### src/rtl/pwm_capture_pkg.sv
// Shared types and field offsets for the PWM capture block.
// Config word layout: divval in the low field, timeout in the high field.
package pwm_capture_pkg;

    localparam int CAP_CNT_W   = 16;
    localparam int CFG_DIV_LSB = 0;
    localparam int CFG_TO_LSB  = 16;

    typedef enum logic [1:0] {
        WAIT_RISE = 2'd0,
        MEAS_HIGH = 2'd1,
        MEAS_LOW  = 2'd2
    } cap_state_t;

endpackage

### src/rtl/pwm_capture_if.sv
// Result channel of the PWM capture block: {period, high} with valid/ready.
// The capture block is the master (source); the consumer is the slave.
interface pwm_capture_if #(parameter int CNT_W = 16);

    logic [2*CNT_W-1:0] meas_out;
    logic               meas_valid;
    logic               meas_ready;

    modport master (output meas_out, output meas_valid, input meas_ready);
    modport slave  (input meas_out, input meas_valid, output meas_ready);

endinterface

### src/rtl/pwm_capture_sync_edge.sv
// Synchroniser for an asynchronous level plus one-cycle rise/fall pulses.
// Reusable by any block that needs edges of an external input.
module pwm_capture_sync_edge #(
    parameter int SYNC_STAGES = 2
) (
    input  logic clk,
    input  logic rst_n,
    input  logic i_async,
    output logic o_level,
    output logic o_rise,
    output logic o_fall
);

    logic [SYNC_STAGES-1:0] r_sync;
    logic                   r_level_d;

    always_ff @(posedge clk or negedge rst_n) begin
        if (!rst_n) begin
            r_sync    <= '0;
            r_level_d <= 1'b0;
        end else begin
            r_sync    <= {r_sync[SYNC_STAGES-2:0], i_async};
            r_level_d <= r_sync[SYNC_STAGES-1];
        end
    end

    assign o_level = r_sync[SYNC_STAGES-1];
    assign o_rise  = r_sync[SYNC_STAGES-1] & ~r_level_d;
    assign o_fall  = ~r_sync[SYNC_STAGES-1] & r_level_d;

endmodule

### src/rtl/pwm_capture.sv
// Measures high time and period of an external PWM input in prescaled ticks,
// flags stuck inputs and dropped results, and offers results on valid/ready.
module pwm_capture
    import pwm_capture_pkg::*;
#(
    parameter int CNT_W       = CAP_CNT_W,
    parameter int SYNC_STAGES = 2
) (
    input  logic              clk,
    input  logic              rst_n,
    input  logic [31:0]       i_config_in,
    input  logic              i_pwm_in,
    pwm_capture_if.master     bus,
    output logic              o_overrun,
    output logic              o_stuck,
    output logic              o_stuck_level
);

    localparam logic [CNT_W-1:0] ALL_ONES = '1;
    localparam logic [CNT_W-1:0] ONE      = CNT_W'(1);

    logic             w_pwm_s;
    logic             w_rise;
    logic             w_fall;
    logic [CNT_W-1:0] w_divval;
    logic [CNT_W-1:0] w_timeout_val;

    cap_state_t       r_state;
    cap_state_t       w_state_next;

    logic [CNT_W-1:0] r_pre;
    logic [CNT_W-1:0] w_pre_cur;
    logic             w_tick;

    logic [CNT_W-1:0] r_high;
    logic [CNT_W-1:0] r_period;
    logic [CNT_W-1:0] r_edge;
    logic [CNT_W-1:0] w_tick_init;

    logic             w_timeout;
    logic             w_start;
    logic             w_capture;
    logic             w_high_en;
    logic             w_period_en;
    logic             w_edge_en;
    logic             w_stuck_set;

    logic [2*CNT_W-1:0] r_meas;
    logic               r_valid;
    logic               r_overrun;
    logic               r_stuck;
    logic               r_stuck_level;

    pwm_capture_sync_edge #(
        .SYNC_STAGES (SYNC_STAGES)
    ) u_sync (
        .clk     (clk),
        .rst_n   (rst_n),
        .i_async (i_pwm_in),
        .o_level (w_pwm_s),
        .o_rise  (w_rise),
        .o_fall  (w_fall)
    );

    assign w_divval      = i_config_in[CFG_DIV_LSB +: CNT_W];
    assign w_timeout_val = i_config_in[CFG_TO_LSB +: CNT_W];

    // The rise cycle is clock 1 of a period, so the prescaler phase is forced
    // to zero combinationally on rise; >= recovers at once if divval shrinks.
    always_comb begin
        w_pre_cur   = w_rise ? '0 : r_pre;
        w_tick      = (w_pre_cur >= w_divval);
        w_tick_init = w_tick ? ONE : '0;
        w_timeout   = (w_timeout_val != '0) && (r_edge == w_timeout_val);
    end

    always_ff @(posedge clk or negedge rst_n) begin
        if (!rst_n) begin
            r_pre <= '0;
        end else begin
            r_pre <= w_tick ? '0 : w_pre_cur + ONE;
        end
    end

    always_ff @(posedge clk or negedge rst_n) begin
        if (!rst_n) begin
            r_state <= WAIT_RISE;
        end else begin
            r_state <= w_state_next;
        end
    end

    always_comb begin
        w_state_next = r_state;
        case (r_state)
            WAIT_RISE: if (w_rise) w_state_next = MEAS_HIGH;
            MEAS_HIGH: begin
                if (w_timeout)   w_state_next = WAIT_RISE;
                else if (w_fall) w_state_next = MEAS_LOW;
            end
            MEAS_LOW: begin
                if (w_timeout)   w_state_next = WAIT_RISE;
                else if (w_rise) w_state_next = MEAS_HIGH;
            end
            default: w_state_next = WAIT_RISE;
        endcase
    end

    // A tick landing on the fall cycle belongs to the low phase only.
    always_comb begin
        w_start     = 1'b0;
        w_capture   = 1'b0;
        w_high_en   = 1'b0;
        w_period_en = 1'b0;
        w_edge_en   = 1'b0;
        w_stuck_set = 1'b0;
        case (r_state)
            WAIT_RISE: w_start = w_rise;
            MEAS_HIGH: begin
                w_stuck_set = w_timeout;
                w_high_en   = !w_timeout && w_tick && !w_fall;
                w_period_en = !w_timeout && w_tick;
                w_edge_en   = !w_timeout && w_tick;
            end
            MEAS_LOW: begin
                w_stuck_set = w_timeout;
                w_capture   = !w_timeout && w_rise;
                w_start     = !w_timeout && w_rise;
                w_period_en = !w_timeout && w_tick;
                w_edge_en   = !w_timeout && w_tick;
            end
            default: ;
        endcase
    end

    always_ff @(posedge clk or negedge rst_n) begin
        if (!rst_n) begin
            r_high   <= '0;
            r_period <= '0;
        end else if (w_start) begin
            r_high   <= w_tick_init;
            r_period <= w_tick_init;
        end else begin
            if (w_high_en && r_high != ALL_ONES)     r_high   <= r_high + ONE;
            if (w_period_en && r_period != ALL_ONES) r_period <= r_period + ONE;
        end
    end

    always_ff @(posedge clk or negedge rst_n) begin
        if (!rst_n) begin
            r_edge <= '0;
        end else if (w_rise || w_fall) begin
            r_edge <= w_tick_init;
        end else if (w_edge_en && r_edge != ALL_ONES) begin
            r_edge <= r_edge + ONE;
        end
    end

    always_ff @(posedge clk or negedge rst_n) begin
        if (!rst_n) begin
            r_stuck       <= 1'b0;
            r_stuck_level <= 1'b0;
        end else if (w_stuck_set) begin
            r_stuck       <= 1'b1;
            r_stuck_level <= w_pwm_s;
        end else if (w_rise) begin
            r_stuck       <= 1'b0;
        end
    end

    // One-entry result register: a capture is dropped only if the previous
    // result is still pending and not being accepted this cycle.
    always_ff @(posedge clk or negedge rst_n) begin
        if (!rst_n) begin
            r_meas    <= '0;
            r_valid   <= 1'b0;
            r_overrun <= 1'b0;
        end else if (w_capture) begin
            if (!r_valid || bus.meas_ready) begin
                r_meas  <= {r_period, r_high};
                r_valid <= 1'b1;
            end else begin
                r_overrun <= 1'b1;
            end
        end else if (r_valid && bus.meas_ready) begin
            r_valid <= 1'b0;
        end
    end

    assign bus.meas_out   = r_meas;
    assign bus.meas_valid = r_valid;
    assign o_overrun      = r_overrun;
    assign o_stuck        = r_stuck;
    assign o_stuck_level  = r_stuck_level;

endmodule

### src/flat_wrapper.sv
// flat-port wrapper written by rule: the top's interface ports become plain ports
module pwm_capture_flat import pwm_capture_pkg::*;
#(
    parameter int CNT_W       = CAP_CNT_W,
    parameter int SYNC_STAGES = 2
)
  (clk, rst_n, i_config_in, i_pwm_in, o_overrun, o_stuck, o_stuck_level, bus_meas_out, bus_meas_valid, bus_meas_ready);
  pwm_capture_if #(.CNT_W(CNT_W)) bus_i ();
  input  logic clk;
  input  logic rst_n;
  input  logic [31:0] i_config_in;
  input  logic i_pwm_in;
  output logic o_overrun;
  output logic o_stuck;
  output logic o_stuck_level;
  output wire logic [$bits(bus_i.meas_out)-1:0] bus_meas_out;
  output wire logic [$bits(bus_i.meas_valid)-1:0] bus_meas_valid;
  input wire logic [$bits(bus_i.meas_ready)-1:0] bus_meas_ready;
  assign bus_meas_out = bus_i.meas_out;
  assign bus_meas_valid = bus_i.meas_valid;
  assign bus_i.meas_ready = bus_meas_ready;
  pwm_capture #(.CNT_W(CNT_W), .SYNC_STAGES(SYNC_STAGES)) u_core (.clk(clk), .rst_n(rst_n), .i_config_in(i_config_in), .i_pwm_in(i_pwm_in), .bus(bus_i), .o_overrun(o_overrun), .o_stuck(o_stuck), .o_stuck_level(o_stuck_level));
endmodule
### config.mk
export PLATFORM = sky130hd
export DESIGN_NAME = pwm_capture_flat
export DESIGN_NICKNAME = d
export VERILOG_FILES = /design/src/rtl/pwm_capture_pkg.sv /design/src/rtl/pwm_capture_if.sv /design/src/rtl/pwm_capture_sync_edge.sv /design/src/rtl/pwm_capture.sv /design/src/flat_wrapper.sv
export SDC_FILE = /design/constraint.sdc
export NUM_CORES = 1
export LEC_CHECK = 0
export CORE_MARGIN = 3
export CORE_UTILIZATION = 56
export CTS_CLUSTER_SIZE = 40
export DETAILED_ROUTE_END_ITERATION = 10
export GPL_ROUTABILITY_DRIVEN = 0
export PLACE_DENSITY = 0.8
export SYNTH_ARGS = -nofsm -noshare
export SYNTH_HDL_FRONTEND = slang
export SYNTH_HIERARCHICAL = 1
export SYNTH_SLANG_ARGS = --single-unit
### constraint.sdc
create_clock -name clk -period 4.2 [get_ports clk]
set_input_delay 1.26 -clock clk [delete_from_list [all_inputs] [get_ports clk]]
set_output_delay 1.26 -clock clk [all_outputs]
set_load 0.05 [all_outputs]
==> results list <==
- Overall overflow remaining after global route: 0
* Biggest area contributors in the synthesized netlist: sky130_fd_sc_hd__dfrtp_1 46%, sky130_fd_sc_hd__mux2_2 6.1%, sky130_fd_sc_hd__ha_1 5.2%, sky130_fd_sc_hd__a21oi_1 3.6%, sky130_fd_sc_hd__xnor2_1 3.2%
- Dividing the detail-routed via count by the number of cells gives between 5 and 6.
* Setup repair after global routing missed its margin: no
- Top library cells by usage in the layout, fill and taps aside: 105 x sky130_fd_sc_hd__dfrtp_1, 70 x sky130_fd_sc_hd__clkdlybuf4s50_1, 44 x sky130_fd_sc_hd__nor2_1
- The post-route netlist has between 10% and 20% of its cells at a drive strength greater than 1.
- Area growth from synthesis to final layout: 18.6%
* Slew at the pin with the worst max-slew slack: between 1 and 1.5 ns
- Remaining design rule violation count: 0
* Vertical die dimension: roughly 110 um
- Post-synthesis cell count: ~580
* Maximum single-stage delay on the critical path: about 0.63 ns
* Most common flop cell mapped by yosys: sky130_fd_sc_hd__dfrtp_1
* Worst hold path class: flip-flop to flip-flop
- In this design, the largest share of critical-path delay is due to simple AND/OR/NAND/NOR gates.
* Arrival time worst endpoint: between 4 and 5 ns
* Die footprint: about 11000 sq um
- Number of top-level pins: slightly above 70
- Routed WL: 12.4 mm
- The largest total area in the synthesized netlist belongs to sky130_fd_sc_hd__dfrtp_1.
- Static timing analysis puts the maximum clock frequency at approximately 260 MHz.
- Clk Latency, worst-skew pair: between 0.3 and 0.4 ns
- Power per cell area: between 300 and 400 nW/um^2
* Average wire length per cell after detail routing: between 15 and 20 um
* Synth async-reset ratio: 100%
- The initial utilization of the core area, before any placement, comes to 58.0%.
- Headroom to the max-slew limit came out at a little under a third.
* Cell area after technology mapping: ~5700 sq um
* Number of nets produced by synthesis: ~640
* Highest net fanout along the worst path: 17
- The final layout contains around 700 nets.
- Clock tree synthesis selected as its root buffer the cell sky130_fd_sc_hd__clkbuf_8.
- The critical path goes through clkdlybuf4s50_1 > inv_1 > ha_1 > nand4_1 > nor4_1 > o31ai_1 > o211ai_1 > or3b_1 > or3_1 > a21oi_1.
- Sequential-to-total area share from yosys stat: 45.9%
* Outcome: finished, final reports clean
- Area of the core region: between 9000 and 10000 sq um
- After floorplanning, the core was divided into 36 placement rows.
- Each instance of the synthesized netlist takes up on average around 10 sq um.
- For this design, the CTS-stage hold fixing added 0 buffers.
- # port buffers: slightly above 70
* Final-report hold violation count: 0
- Fill cell total of the finished layout: roughly 740
* Lkg Pwr: a little over 0.003 uW
- Crit path capture type: flip-flop
- Across all layers, the routed design uses around 4600 vias.
- Final sum of negative setup slack: 0 ns
- Post-CTS clock slew at the launch and capture registers of the worst setup and hold paths: roughly 0.11 ns
- Number of max-slew violations in the final report: 0
* Fraction of post-synthesis cell area in the top cell type by area: ~46%
- DR iter-0 viols: about 190
- Max-Cap Viols: 0
- Synthesis warning total: 6
* Cell at the slowest stage of the critical path: sky130_fd_sc_hd__or3b_1
* Post-synthesis cell type count: slightly above 50
* Clock Path Buffers: 2
- Clock sink total: 105
- Total setup violations reported at the end of the flow: 0
* Diode insertion count for antenna repair: 0
- The number of buffers and inverters on the critical path is 2.
- Initial antenna violation count: 0
- In this run the cell area measured after placement is ~6600 sq um.
* Largest vdd supply drop: ~0.00022 V
- Setup Buffers After CTS: 0
* GRT Overall Usage: 22.7%
* Minimum clock period: approximately 3.8 ns
* Data required time of the critical path: around 4.5 ns
- Hpwl dp: slightly below 9 mm
* H-tree depth: 3
- Ratio of final minimum period to clock period: between 90% and 100%
- The worst setup path is launched from an input pin.
- Maximum number of pins on one net before global-route repair: 86
- The via count of the first global-routing pass came to approximately 4600.
* Worst setup path category: input pin to flip-flop
- With fillers left out, the area of the finished cells amounts to approximately 6800 sq um.
- Across the routed clock network, the largest skew measured is roughly 0.015 ns.
- The first global-routing pass estimated roughly 21 mm of wire.
* Count of instances resized after the clock tree is built: 0
* Initial DRT Pass Iterations: 5
- Final hold analysis gives a worst-case slack of roughly 0.37 ns.
- The library cell used most frequently in the layout, excluding fill and tap cells, is sky130_fd_sc_hd__dfrtp_1.
- Remaining antenna violation count: 0
- The synthesized design contains 0 enable-type register cells.
- Yosys reg bits: approximately 110
* CTS tree: done
* Die outline width: between 100 and 150 um
- Number of buffers added by the clock tree synthesis step: 9
-- layer usage --
metal / track usage [%] / vias to the layer above / part of all wire, %
met4: 5.94 / 0 / 1.2
met2: 38.6 / 121 / 51
met5: 0 / - / 0
met1: 29.6 / 2241 / 44
li1: - / 2189 / -
met3: 4.52 / 18 / 3.9
-- worst register-to-register path, stage by stage, from the launching register on --
cell and delay [ns]:
sky130_fd_sc_hd__dfrtp_1 0.39, sky130_fd_sc_hd__nor2b_2 0.65, sky130_fd_sc_hd__nor2b_1 0.26, sky130_fd_sc_hd__ha_1 0.38, sky130_fd_sc_hd__nand4_1 0.11, sky130_fd_sc_hd__nor4_1 0.34, sky130_fd_sc_hd__o31ai_1 0.15, sky130_fd_sc_hd__o211ai_1 0.20
sky130_fd_sc_hd__or3b_1 0.63, sky130_fd_sc_hd__or3_1 0.43, sky130_fd_sc_hd__a21oi_1 0.16
-- synthesized netlist by cell type (2+ instances only) --
cell type	number
sky130_fd_sc_hd__mux2i_1	5
sky130_fd_sc_hd__xor2_1	20
sky130_fd_sc_hd__mux2_2	31
sky130_fd_sc_hd__and2_1	2
sky130_fd_sc_hd__nand2_1	35
sky130_fd_sc_hd__buf_1	3
sky130_fd_sc_hd__and3_1	7
sky130_fd_sc_hd__xnor2_1	21
sky130_fd_sc_hd__o21ai_0	19
sky130_fd_sc_hd__and4b_1	2
sky130_fd_sc_hd__nand2b_1	6
sky130_fd_sc_hd__nand3_1	28
sky130_fd_sc_hd__clkbuf_1	9
sky130_fd_sc_hd__nor2_1	44
sky130_fd_sc_hd__nand4_1	21
sky130_fd_sc_hd__nor3_1	6
sky130_fd_sc_hd__buf_4	5
sky130_fd_sc_hd__nor4_1	8
sky130_fd_sc_hd__nor3b_1	2
sky130_fd_sc_hd__buf_2	6
sky130_fd_sc_hd__o211ai_1	6
sky130_fd_sc_hd__a21oi_1	41
sky130_fd_sc_hd__or2_2	2
sky130_fd_sc_hd__or4_1	13
sky130_fd_sc_hd__nor2b_1	17
sky130_fd_sc_hd__and4_1	3
sky130_fd_sc_hd__ha_1	24
sky130_fd_sc_hd__or3_1	18
sky130_fd_sc_hd__inv_1	29
sky130_fd_sc_hd__a31o_2	3
sky130_fd_sc_hd__o31ai_1	13
sky130_fd_sc_hd__dfrtp_1	105
sky130_fd_sc_hd__nand4_2	3
-- power by group --
group          internal, uW  leakage (uW)  switching [uW]
Clock                   236     0.0000963             386
Combinational           171       0.00150             251
Sequential             1060       0.00144            48.4
Total                  1460       0.00304             685
-- per-stage QoR --
| stage | instances | worst slack, ns | utilization (%) | total power [uW] |
|---|---|---|---|---|
| final | 782 | 0.400 | 68.8 | 2150 |
| after global routing | 782 | 0.0742 | 68.8 | 2250 |
| after CTS | 782 | 0.458 | 68.8 | 2170 |
| after detailed placement | 766 | 0.0578 | 66.7 | 1550 |
| after global placement | 766 | 0.224 | 66.7 | 1530 |
| after floorplan | 575 | 0.981 | - | 1380 |
-- area by class of cell --
type / count / area (sq um) / area share, %
multi-input cells: 417 / 2870 / 42.3
inverters: 29 / 109 / 1.60
repair buffers: 82 / 803 / 11.8
clock buffers: 9 / 124 / 1.82
well taps: 133 / 166 / 2.45
flip-flops and latches: 105 / 2630 / 38.7
clock inverters: 7 / 83.8 / 1.24
-- final timing paths --
path | from | to | slack, ns | cells past startpoint
max | i_config_in[11] | u_core/r_period[3]$_DFFE_PN0P_ | 0.40 | 10
min | u_core/u_sync/r_sync[0]$_DFF_PN0_ | u_core/u_sync/r_sync[1]$_DFF_PN0_ | 0.37 | 0
max reg2reg | u_core/u_sync/r_sync[1]$_DFF_PN0_ | u_core/r_period[3]$_DFFE_PN0P_ | 0.44 | 10
min reg2reg | u_core/u_sync/r_sync[0]$_DFF_PN0_ | u_core/u_sync/r_sync[1]$_DFF_PN0_ | 0.37 | 0
max in group asynchronous | rst_n | u_core/bus.meas_out[21]$_DFFE_PN0P_ | 2.36 | 2
min in group asynchronous | rst_n | u_core/r_high[14]$_DFFE_PN0P_ | 1.06 | 1
-- registers in the layout, summed over array words and instances (netlist names) --
signal and flops:
u_core/bus.meas_out 32, u_core/r_edge 16, u_core/r_high 16, u_core/r_period 16
u_core/r_pre 16, u_core/r_state 2, u_core/u_sync/r_sync 2, u_core/bus.meas_valid 1
u_core/o_overrun 1, u_core/o_stuck 1, u_core/o_stuck_level 1, u_core/u_sync/r_level_d 1
-- cell families after synthesis --
group	share of synthesized area, %
simple gates	22.0
flops	45.9
compound gates	9.67
buf+inv	3.96
xor+xnor	6.28
mux	6.98
fa+ha+maj	5.25
(Power assumes the default switching activity.)
==> variant: new RTL, config.mk and constraints unchanged <==
Re-encode `cap_state_t` (3 states) as one-hot, 3 bits wide.
--- a/src/rtl/pwm_capture_pkg.sv
+++ b/src/rtl/pwm_capture_pkg.sv
@@ -7,8 +7,8 @@
     localparam int CFG_TO_LSB  = 16;
 
-    typedef enum logic [1:0] {
-        WAIT_RISE = 2'd0,
-        MEAS_HIGH = 2'd1,
-        MEAS_LOW  = 2'd2
+    typedef enum logic [2:0] {
+        WAIT_RISE = 3'b001,
+        MEAS_HIGH = 3'b010,
+        MEAS_LOW  = 3'b100
     } cap_state_t;
 
Check against the original RTL: no difference found for any inputs over 10 cycles, from zero or initial values and one cycle with rst_n low; not proved beyond that.
==> variant against the original RTL <==
- clock skew decreased by 1.5 ps
- sequential share of layout area increased by 0.98 points
- wire length decreased by 4.1%
- highest routed layer unchanged
- cell count decreased by 3.2%
- setup slack improved by 29 ps
- via count decreased by 3.3%
- die area decreased by 1.1%
- final area decreased by 1.5%
- fmax increased by 0.77%
- area after synthesis decreased by 1.2%
- critical endpoint is now u_core/r_high[14]
- sequential cell count increased by 1
Power is not compared: it rests on default switching activity, and its combinational part moved more than twofold at a synthesized area within 25%.
==> variant: results (changes against the original RTL) <==
* Clock buffer depth at 2 (unchanged)
* Synth Area in Adders at 0.0442 (was 0.0525)
* Xor/xnor share of the synthesized area at 0.0635 (was 0.0628)
* Slowest cell on crit path: or4_1 (was or3b_1)
* Synth cell types at 53 (was 51)
* Worst R2R Setup Slack at 670 ps (was 440 ps)
* Clock Latency Late Sink at 370 ps
* DPL Wire Length at 8600 um (was 8950 um)
* Nets@finish at 675 (was 704)
* R2R Path End: u_core/r_edge[12] (was u_core/r_period[3])
* Routed len/inst at 15.6 um (was 15.8 um)
* Starting DRT DRC Count at 176 (was 185)
* Max reg flops at 32 (unchanged)
* Die area at 11300 sq um (was 11500 sq um)
* Post-synthesis compound-gate area fraction at 0.0923 (was 0.0967)
* Post-synthesis sequential area ratio at 0.469 (was 0.459)
* Area contributors post-synth: dfrtp_1 (46%), mux2_2 (5.2%), ha_1 (4.4%) (was dfrtp_1 (46%), mux2_2 (6.1%), ha_1 (5.2%))
* Pre-antenna DRT Iters at 4 (was 5)
* Post-CTS Setup Bufs at 0 (unchanged)
* Global Route Usage Sum at 0.216 (was 0.227)
* Layout fillers at 758 (was 739)
* Worst endpoint data arrival time at 4070 ps (was 4110 ps)
* Tightest Pin Transition at 652 ps (was 1050 ps)
* Clock skew at 13.4 ps (was 14.9 ps)
* Outcome: finished, final reports clean (unchanged)
* Worst r2r path cells at 13 (was 10)
* Number of global-route vias before repair at 4482 (was 4595)
* Mux cell area share after synthesis at 0.0781 (was 0.0698)
* Commonest cells post-synth: dfrtp_1 (105), nand2_1 (38), nor2_1 (35) (was dfrtp_1 (105), nor2_1 (44), a21oi_1 (41))
* Worst-path fanout max at 21 (was 17)
* Antenna violations before repair at 0 (unchanged)
* Post-DP Area at 6500 sq um (was 6580 sq um)
* Via count at 4416 (was 4569)
* Antenna cells at 0 (unchanged)
* Syn_nets at 606 (was 635)
* Biggest cell delay along the critical path at 590 ps (was 630 ps)
* Largest net degree at the start of global routing at 55 (was 86)
* DP Worst Slack at 65.2 ps (was 57.8 ps)
* Yosys warns at 6 (unchanged)
* Maximum VDD drop at 166 uV
* First-pass GRT wire length at 20100 um (was 21300 um)
* Hold path depth at 0 (unchanged)
* Share of post-route cells with drive strength above 1 at 0.106 (was 0.117)
-- variant: cell types whose count changed after synthesis, sizes merged, moves of 5 or more --
cell | unedited run | this run
a21oi | 42 | 30
xor2 | 20 | 15
and3 | 7 | 20
xnor2 | 21 | 26
nor2 | 44 | 35
nand3 | 29 | 19
-- variant: final cells by class --
cell class | count | area [sq um] | share of cell area
tap | 133 | 166 | 0.0249
multi-input combinational | 394 | 2780 | 0.415
clock buffer | 10 | 128 | 0.0191
clock inverter | 6 | 56.3 | 0.00842
timing repair buffer | 80 | 801 | 0.120
sequential | 106 | 2650 | 0.397
inverter | 28 | 105 | 0.0157
-- variant: worst max path at each step --
stage,depth (start not counted),startpoint,to
floorplan,10,i_config_in[15],u_core/r_pre[10]
CTS,7,i_config_in[21],u_core/r_high[14]
finish,7,i_config_in[21],u_core/r_high[14]
global route,7,i_config_in[21],u_core/r_high[14]
global placement,7,i_config_in[21],u_core/r_high[14]
detailed placement,7,i_config_in[21],u_core/r_high[14]
-- variant: logic make-up after synthesis --
| kind of cell | count (synthesis) |
|---|---|
| simple gates | 213 |
| mux | 40 |
| xor+xnor | 41 |
| compound gates | 80 |
| buf+inv | 50 |
| fa+ha+maj | 20 |
| flops | 106 |
-- variant: metrics by stage --
step	cells	hold WS, ps
2_1_floorplan	550	331
5_1_grt	757	378
3_3_place_gp	741	342
3_5_place_dp	741	344
4_1_cts	757	367
6_report	757	364
-- variant: power by group --
group	switching (uW)	internal [uW]	leakage [uW]
clock	370	230	0.0000913
sequential	19.0	1040	0.00146
combinational	97.6	88.7	0.00151
total	486	1360	0.00306
-- variant: metal layers --
| layer | wire, um | global-route usage | up-vias |
|---|---|---|---|
| met1 | 5400 | 0.276 | 2204 |
| met4 | 99 | 0.0539 | 0 |
| li1 | - | - | 2109 |
| met3 | 555 | 0.0437 | 12 |
| met5 | 0 | 0 | - |
| met2 | 5790 | 0.376 | 91 |
-- variant: worst max-delay path, delay by kind of cell --
kind	cells	cell delay [ps]
buffers and inverters	1	440
and+or+nand+nor	4	1720
AOI/OAI and AO/OA	2	640
